$ cat config.mk
export PLATFORM = sky130hd
export DESIGN_NAME = lsu_align
export DESIGN_NICKNAME = d
export VERILOG_FILES = /design/src/rtl/lsu_pkg.sv /design/src/rtl/lsu_align_lane.sv /design/src/rtl/lsu_align.sv
export SDC_FILE = /design/constraint.sdc
export NUM_CORES = 1
export LEC_CHECK = 0
export ABC_AREA = 1
export BUFFER_PORTS_ARGS = -buffer_cell sky130_fd_sc_hd__buf_2
export CAP_MARGIN = 20
export CORE_AREA = 2 2 215 217
export DETAILED_ROUTE_END_ITERATION = 8
export DIE_AREA = 0 0 217 219
export GPL_TIMING_DRIVEN = 0
export PLACE_DENSITY_LB_ADDON = 0.3
export SYNTH_ARGS = -nofsm -noshare
export SYNTH_HDL_FRONTEND = slang
export SYNTH_SLANG_ARGS = --single-unit
export TNS_END_PERCENT = 50
$ cat constraint.sdc
create_clock -name clk -period 2.5 [get_ports clk]
set_input_delay 0.25 -clock clk [delete_from_list [all_inputs] [get_ports clk]]
set_output_delay 0.25 -clock clk [all_outputs]
set_load 0.1 [all_outputs]
$ cat src/rtl/lsu_pkg.sv
// lsu_pkg: shared FSM states, access size codes and ls_info bit map
// for the MEM-stage load/store unit.
package lsu_pkg;

  typedef enum logic [1:0] {
    S_IDLE,
    S_REQ,
    S_WAIT,
    S_DONE
  } lsu_state_e;

  localparam logic [2:0] SZ_B = 3'd0;
  localparam logic [2:0] SZ_H = 3'd1;
  localparam logic [2:0] SZ_W = 3'd2;
  localparam logic [2:0] SZ_D = 3'd3;

  localparam int LS_LB  = 10;
  localparam int LS_LBU = 9;
  localparam int LS_LD  = 8;
  localparam int LS_LH  = 7;
  localparam int LS_LHU = 6;
  localparam int LS_LW  = 5;
  localparam int LS_LWU = 4;
  localparam int LS_SB  = 3;
  localparam int LS_SD  = 2;
  localparam int LS_SH  = 1;
  localparam int LS_SW  = 0;

  function automatic logic [2:0] ls_size(input logic [10:0] info);
    logic [2:0] s;
    unique case (1'b1)
      info[LS_LB], info[LS_LBU], info[LS_SB]: s = SZ_B;
      info[LS_LH], info[LS_LHU], info[LS_SH]: s = SZ_H;
      info[LS_LW], info[LS_LWU], info[LS_SW]: s = SZ_W;
      info[LS_LD], info[LS_SD]:               s = SZ_D;
      default:                                s = SZ_B;
    endcase
    return s;
  endfunction

  function automatic logic ls_signed(input logic [10:0] info);
    return info[LS_LB] | info[LS_LH] | info[LS_LW];
  endfunction

endpackage

$ cat src/rtl/lsu_align_lane.sv
// lsu_lane_align: byte strobes, store lane shift, load lane shift and
// sign/zero extension for one naturally aligned access.
module lsu_lane_align
  import lsu_pkg::*;
#(
  parameter int XLEN = 64
) (
  input  logic [2:0]                  size,
  input  logic [$clog2(XLEN/8)-1:0]   off,
  input  logic                        sign,
  input  logic [XLEN-1:0]             wdata,
  input  logic [XLEN-1:0]             rdata,
  output logic [XLEN/8-1:0]           wstrb,
  output logic [XLEN-1:0]             bus_wdata,
  output logic [XLEN-1:0]             load_data
);

  localparam int NB = XLEN / 8;

  logic [NB-1:0]   smask;
  logic [XLEN-1:0] keep;
  logic [XLEN-1:0] shifted;
  logic            msb;

  always_comb begin
    shifted = rdata >> {off, 3'b000};
    unique case (size)
      SZ_B: begin
        smask = NB'(8'h01);
        keep  = XLEN'(64'hFF);
        msb   = shifted[7];
      end
      SZ_H: begin
        smask = NB'(8'h03);
        keep  = XLEN'(64'hFFFF);
        msb   = shifted[15];
      end
      SZ_W: begin
        smask = NB'(8'h0F);
        keep  = XLEN'(64'hFFFF_FFFF);
        msb   = shifted[31];
      end
      default: begin
        smask = '1;
        keep  = '1;
        msb   = shifted[XLEN-1];
      end
    endcase
    // upper bits come from the sign only for signed loads
    load_data = (shifted & keep) | ((sign & msb) ? ~keep : '0);
    wstrb     = smask << off;
    bus_wdata = wdata << {off, 3'b000};
  end

endmodule

$ cat src/rtl/lsu_align.sv
// lsu_align: MEM-stage load/store unit with valid/ready bus handshake.
// Define LSU_MISALIGN_TRAP_EN to trap misaligned accesses.
module lsu_align
  import lsu_pkg::*;
#(
  parameter int XLEN = 64,
  parameter int AW   = 64
) (
  input  logic                clk,
  input  logic                rst_n,
  input  logic                mem_read_i,
  input  logic                mem_write_i,
  input  logic [AW-1:0]       mem_addr_i,
  input  logic [XLEN-1:0]     mem_wdata_i,
  input  logic [10:0]         ls_info_i,
  input  logic                rd_wen_i,
  input  logic [4:0]          rd_addr_i,
  input  logic [XLEN-1:0]     rd_data_i,
  output logic                lsu_bus_valid_o,
  input  logic                lsu_bus_ready_i,
  output logic                lsu_bus_wen_o,
  output logic [AW-1:0]       lsu_bus_addr_o,
  output logic [2:0]          lsu_bus_size_o,
  output logic [XLEN-1:0]     lsu_bus_wdata_o,
  output logic [XLEN/8-1:0]   lsu_bus_wstrb_o,
  input  logic                lsu_bus_rvalid_i,
  input  logic [XLEN-1:0]     lsu_bus_rdata_i,
  output logic                lsu_rd_wen_o,
  output logic [4:0]          lsu_rd_addr_o,
  output logic [XLEN-1:0]     lsu_rd_data_o,
  output logic                lsu_hold_o,
  output logic                lsu_misalign_o,
  output logic [AW-1:0]       lsu_badaddr_o
);

  localparam int OW = $clog2(XLEN / 8);

  lsu_state_e      state_q, state_d;
  logic [XLEN-1:0] load_q;
  logic [XLEN-1:0] ld_data;
  logic            req;
  logic [2:0]      size;
  logic [OW-1:0]   off_raw;
  logic [OW-1:0]   amask;
  logic [OW-1:0]   off;
  logic            trap;

  assign req     = mem_read_i | mem_write_i;
  assign size    = ls_size(ls_info_i);
  assign off_raw = mem_addr_i[OW-1:0];

  always_comb begin
    unique case (size)
      SZ_B:    amask = '0;
      SZ_H:    amask = OW'(1);
      SZ_W:    amask = OW'(3);
      default: amask = '1;
    endcase
  end

`ifdef LSU_MISALIGN_TRAP_EN
  assign off  = off_raw;
  assign trap = |(off_raw & amask);
`else
  // without trapping, accesses are silently aligned down
  assign off  = off_raw & ~amask;
  assign trap = 1'b0;
`endif

  assign lsu_bus_wen_o  = mem_write_i;
  assign lsu_bus_addr_o = {mem_addr_i[AW-1:OW], off};
  assign lsu_bus_size_o = size;

  lsu_lane_align #(.XLEN(XLEN)) u_lane (
    .size      (size),
    .off       (off),
    .sign      (ls_signed(ls_info_i)),
    .wdata     (mem_wdata_i),
    .rdata     (lsu_bus_rdata_i),
    .wstrb     (lsu_bus_wstrb_o),
    .bus_wdata (lsu_bus_wdata_o),
    .load_data (ld_data)
  );

  always_ff @(posedge clk or negedge rst_n) begin
    if (!rst_n) begin
      state_q <= S_IDLE;
      load_q  <= '0;
    end else begin
      state_q <= state_d;
      if (state_q == S_WAIT && lsu_bus_rvalid_i) begin
        load_q <= ld_data;
      end
    end
  end

  always_comb begin
    state_d = state_q;
    unique case (state_q)
      S_IDLE: if (req) state_d = trap ? S_DONE : S_REQ;
      S_REQ:  if (lsu_bus_ready_i) state_d = S_WAIT;
      S_WAIT: if (lsu_bus_rvalid_i) state_d = S_DONE;
      default: state_d = S_IDLE;
    endcase
  end

  // reset gating keeps every handshake output low while rst_n is low
  always_comb begin
    lsu_bus_valid_o = 1'b0;
    lsu_hold_o      = 1'b0;
    lsu_rd_wen_o    = 1'b0;
    lsu_rd_addr_o   = '0;
    lsu_rd_data_o   = '0;
    lsu_misalign_o  = 1'b0;
    lsu_badaddr_o   = '0;
    if (rst_n) begin
      lsu_bus_valid_o = (state_q == S_REQ);
      lsu_hold_o      = req & (state_q != S_DONE);
      lsu_rd_addr_o   = rd_addr_i;
      lsu_rd_data_o   = rd_data_i;
      unique case (state_q)
        S_IDLE: lsu_rd_wen_o = rd_wen_i & ~req;
        S_DONE: begin
          if (trap) begin
            lsu_misalign_o = 1'b1;
            lsu_badaddr_o  = mem_addr_i;
          end else if (mem_read_i) begin
            lsu_rd_wen_o  = 1'b1;
            lsu_rd_data_o = load_q;
          end
        end
        default: ;
      endcase
    end
  end

endmodule

==> impl_metrics.prom <==
# TYPE chip_impl_metric gauge
chip_impl_metric{name="synth_simple_gate_area_share",unit=""} 0.314
chip_impl_metric{name="vias",unit=""} 11100
chip_impl_metric{name="top_level_ports",unit=""} 556
chip_impl_info{name="synth_top_area_cell",value="dfrtp_1"} 1
chip_impl_metric{name="max-cap-violations",unit=""} 0
chip_impl_metric{name="detailedRoute.firstPassIterationCount",unit=""} 5
chip_impl_metric{name="totalWireLength",unit="um"} 51200
chip_impl_metric{name="power.total",unit="W"} 0.00916
chip_impl_info{name="cpLargestDelayFamily",value="buffers and inverters"} 1
chip_impl_metric{name="finish.net_count",unit=""} 2170
chip_impl_metric{name="xor_xnor_share_of_the_synthesized_area",unit=""} 0
chip_impl_metric{name="asyncSetResetFlopFracSynth",unit=""} 1.00
chip_impl_metric{name="slew_headroom",unit=""} 0.414
chip_impl_metric{name="grt.overflow.total",unit=""} 0
chip_impl_info{name="synth-main-ff-cell",value="dfrtp_1"} 1
chip_impl_metric{name="final_hold_viol_count",unit=""} 0
chip_impl_metric{name="sum_of_net_half_perimeters_after_detailed_placement",unit="um"} 43200
chip_impl_metric{name="grt.total_usage",unit=""} 0.205
chip_impl_metric{name="p_leak",unit="nW"} 7.01
chip_impl_metric{name="synth-adder-area-share",unit=""} 0.00613
chip_impl_metric{name="layout-area-overhead-vs-synth",unit="%"} 65.3
chip_impl_metric{name="tightest_slew",unit="ps"} 878
chip_impl_info{name="status",value="finished clean"} 1
chip_impl_info{name="rsz0062_at_grt",value="yes"} 1
chip_impl_metric{name="floorplan.die.height",unit="um"} 219
chip_impl_metric{name="ys.warnings.count",unit=""} 0
chip_impl_metric{name="post_synth_mux_area_share",unit=""} 0.0343
chip_impl_metric{name="power.density",unit="nW/um2"} 679
chip_impl_metric{name="die_width",unit="um"} 217
chip_impl_metric{name="final_layout_size_suffix_gt1_frac",unit=""} 0.414
chip_impl_metric{name="timing.setup.tns",unit="ps"} 0
chip_impl_metric{name="drt-wirelength-per-cell",unit="um"} 20.5
chip_impl_info{name="tritoncts",value="yes"} 1
chip_impl_metric{name="setup-violations-final",unit=""} 0
chip_impl_metric{name="numCtsBuffers",unit=""} 9
chip_impl_metric{name="final.hold.worst_slack",unit="ps"} 288
chip_impl_metric{name="gr_met1_demand_resource",unit=""} 0.238
chip_impl_metric{name="yosysTopAreaCellShare",unit=""} 0.202
chip_impl_metric{name="grt_start_max_net_pins",unit=""} 68
chip_impl_metric{name="core.rowCount",unit=""} 78
chip_impl_metric{name="timing.final.crit_share",unit=""} 0.976
chip_impl_metric{name="comb_power_share",unit=""} 0.664
chip_impl_metric{name="antenna_found_initial",unit=""} 29
chip_impl_metric{name="power.share.sequential",unit=""} 0.209
chip_impl_info{name="cts_root_buffer",value="clkbuf_16"} 1
chip_impl_metric{name="drtIter0Drc",unit=""} 591
chip_impl_info{name="crit_slowest_cell",value="buf_6"} 1
chip_impl_metric{name="finalWorstSetupSlack",unit="ps"} 60.3
chip_impl_metric{name="crit_fanout",unit=""} 10
chip_impl_metric{name="mappedNetlistArea",unit="um2"} 8170
chip_impl_metric{name="worst_setup_hold_path_clk_slew",unit="ps"} 60
chip_impl_info{name="worst-setup-path-type",value="primary input to output port"} 1
chip_impl_metric{name="initial_utilization",unit=""} 0.181
chip_impl_info{name="synth_top_family_by_area",value="simple AND/OR/NAND/NOR gates"} 1
chip_impl_metric{name="insertion_delay",unit="ps"} 330
chip_impl_metric{name="fraction_of_power_spent_switching_nets",unit=""} 0.590
chip_impl_metric{name="final-max-slew-violation-count",unit=""} 0
chip_impl_metric{name="avgViaCountPerCell",unit=""} 4.42
chip_impl_metric{name="first_global_vias",unit=""} 11000
chip_impl_metric{name="post_synthesis_area_per_instance",unit="um2"} 5.94
chip_impl_metric{name="pre_cts_setup_slack",unit="ps"} -954
chip_impl_metric{name="dieArea",unit="um2"} 47500
chip_impl_info{name="cp-end-kind",value="output port"} 1
chip_impl_metric{name="gr-usage-met2",unit=""} 0.369
chip_impl_metric{name="ys_seq_elements",unit=""} 66
chip_impl_metric{name="clockPowerShare",unit=""} 0.127
chip_impl_info{name="worstSetupStartpointType",value="primary input"} 1
chip_impl_metric{name="synthDistinctLibCells",unit=""} 34
chip_impl_info{name="hp-class",value="primary input to flip-flop"} 1
chip_impl_metric{name="net-switching-power",unit="W"} 0.00540
chip_impl_metric{name="numClockSinks",unit=""} 66
chip_impl_metric{name="grt_pass1_wl",unit="um"} 71300
chip_impl_metric{name="placeableCoreArea",unit="um2"} 45100
chip_impl_metric{name="clock_skew",unit="ps"} 3.25
chip_impl_metric{name="gr_met3_demand_resource",unit=""} 0.0498
chip_impl_metric{name="port_buffers",unit=""} 425
chip_impl_metric{name="clock.fmax",unit="GHz"} 0.410
chip_impl_metric{name="p_int",unit="W"} 0.00376
chip_impl_metric{name="irDropWorstVdd",unit="V"} 0.000370
chip_impl_metric{name="yosysSeqAreaShare",unit=""} 0.202
chip_impl_metric{name="timing.critical_path.arrival",unit="ps"} 2190
chip_impl_metric{name="gp_routability_congestion",unit=""} 0.935
chip_impl_metric{name="synth_cells",unit=""} 1375
chip_impl_metric{name="drt_antenna_net_count",unit=""} 0
chip_impl_metric{name="dpl_cell_area",unit="um2"} 12000
chip_impl_info{name="grt-busiest-layer",value="met2"} 1
chip_impl_metric{name="shortest_period_the_worst_path_allows",unit="ps"} 2440
chip_impl_metric{name="final_cell_area",unit="um2"} 13500
chip_impl_info{name="crit_path_cell_chain",value="buf_2 > nor2_4 > nand2_2 > nor2_4 > nand3_4 > buf_8 > buf_6 > buf_4 > mux2i_2 > nand2_1 > nand3_2 > o21ai_4 > buf_6"} 1
chip_impl_metric{name="clock_tree.buffer_depth",unit=""} 2
chip_impl_metric{name="drc",unit=""} 0
chip_impl_metric{name="synth_compound_area_frac",unit=""} 0.224
chip_impl_info{name="synth.top_cells.by_area",value="dfrtp_1 (20%), nor2_1 (13%), buf_4 (12%)"} 1
chip_impl_metric{name="worstPathBufferInverterCount",unit=""} 5
chip_impl_metric{name="htree_levels",unit=""} 3
chip_impl_metric{name="synth_enable_flop_cells",unit=""} 0
chip_impl_metric{name="max_stage_delay",unit="ps"} 240
chip_impl_metric{name="cp.required",unit="ps"} 2250
[metal layers]
metal | routed length, um | vias up
met5 | 224 | -
met2 | 25500 | 488
met4 | 1480 | 38
li1 | - | 5359
met1 | 20300 | 5071
met3 | 3630 | 107
[stage by stage]
step / std cells / utilization
3_5_place_dp: 2465 / 0.266
3_3_place_gp: 2465 / 0.266
2_1_floorplan: 1440 / -
5_1_grt: 2499 / 0.299
4_1_cts: 2486 / 0.292
6_report: 2501 / 0.300
[what timing repair did]
item                       CTS  global route
resized for setup          289            93
setup endpoints to repair  146           124
hold endpoints to repair    66            66
pin swaps                   12            10
buffers inserted             9             4
gates cloned                 0             1
[state kept, by name (all words and copies together), names as in the netlist]
signal / count
load_q: 64
state_q: 2
[placed cells by master (no fill, tap or decap), types with 11 or more instances in the layout]
cell	Yosys	routed
buf_12	0	18
buf_2	21	303
o211ai_1	18	18
conb_1	1	66
a21oi_2	10	12
mux2i_1	28	27
buf_8	0	16
o21ai_4	0	27
o21ai_1	28	36
inv_1	74	71
buf_4	132	215
clkbuf_16	0	11
a31oi_1	21	21
buf_6	12	45
o21ai_0	165	123
nor2_4	2	41
clkbuf_2	0	13
clkbuf_4	0	19
nor2_1	275	235
nand2_1	239	228
clkbuf_1	55	31
nand3_1	82	80
dfrtp_1	66	66
a21oi_1	81	74
[worst min-delay path, stage by stage]
cell,delay [ps]
buf_2,110
a31oi_1,80
a21oi_1,130
[final timing paths]
kind / start / to / slack (ps) / cells past startpoint
hold reg to reg: load_q[25]$_DFFE_PN0P_ / load_q[25]$_DFFE_PN0P_ / 510 / 2
hold / removal: lsu_bus_rdata_i[58] / load_q[58]$_DFFE_PN0P_ / 290 / 3
setup / recovery: ls_info_i[8] / lsu_bus_wdata_o[38] / 60 / 13
setup reg to reg: state_q[0]$_DFFE_PN0P_ / load_q[26]$_DFFE_PN0P_ / 470 / 7
max in group asynchronous: rst_n / load_q[17]$_DFFE_PN0P_ / 1670 / 3
min in group asynchronous: rst_n / state_q[1]$_DFFE_PN0P_ / 540 / 3
[cells in the mapped netlist (2+ instances only)]
cell and instances:
nor2_1 275, nand2_1 239, o21ai_0 165, buf_4 132
nand3_1 82, a21oi_1 81, inv_1 74, dfrtp_1 66
clkbuf_1 55, mux2i_1 28, o21ai_1 28, a31oi_1 21
buf_2 21, o211ai_1 18, buf_1 12, buf_6 12
a21oi_2 10, o22ai_1 9, nand4_1 6, or2_0 6
inv_2 5, o221ai_1 5, ha_1 4, nand2_2 4
or2_2 3, clkinv_1 2, nand3_2 2, nand3_4 2
nor2_4 2, nor3_1 2
[layout make-up]
| cell class | count | area [um2] |
|---|---|---|
| Tap cell | 600 | 751 |
| Timing Repair Buffer | 441 | 2970 |
| Inverter | 81 | 315 |
| Clock buffer | 11 | 243 |
| Buffer | 227 | 1720 |
| Fill cell | 5075 | 31600 |
| Antenna cell | 9 | 22.5 |
| Clock inverter | 5 | 30.0 |
| Sequential cell | 66 | 1650 |
| Multi-Input combinational cell | 1061 | 5800 |
[power by group through the flow]
stage	registers, W	clock network, W	logic (W)
2_1_floorplan	0.00179	0	0.00460
3_3_place_gp	0.00192	0	0.00575
3_5_place_dp	0.00194	0	0.00579
4_1_cts	0.00192	0.00117	0.00606
5_1_grt	0.00199	0.00122	0.00647
6_report	0.00191	0.00116	0.00609
[cells by family (layout without fill, tap and decap cells)]
kind of cell               Yosys count  count (layout)
buffers and inverters              313             765
adders and majority gates            4               4
other                                1              75
DFF                                 66              66
AOI/OAI and AO/OA                  338             338
muxes                               28              28
and+or+nand+nor                    625             625
Note: power is estimated with default switching activity, not from simulation.
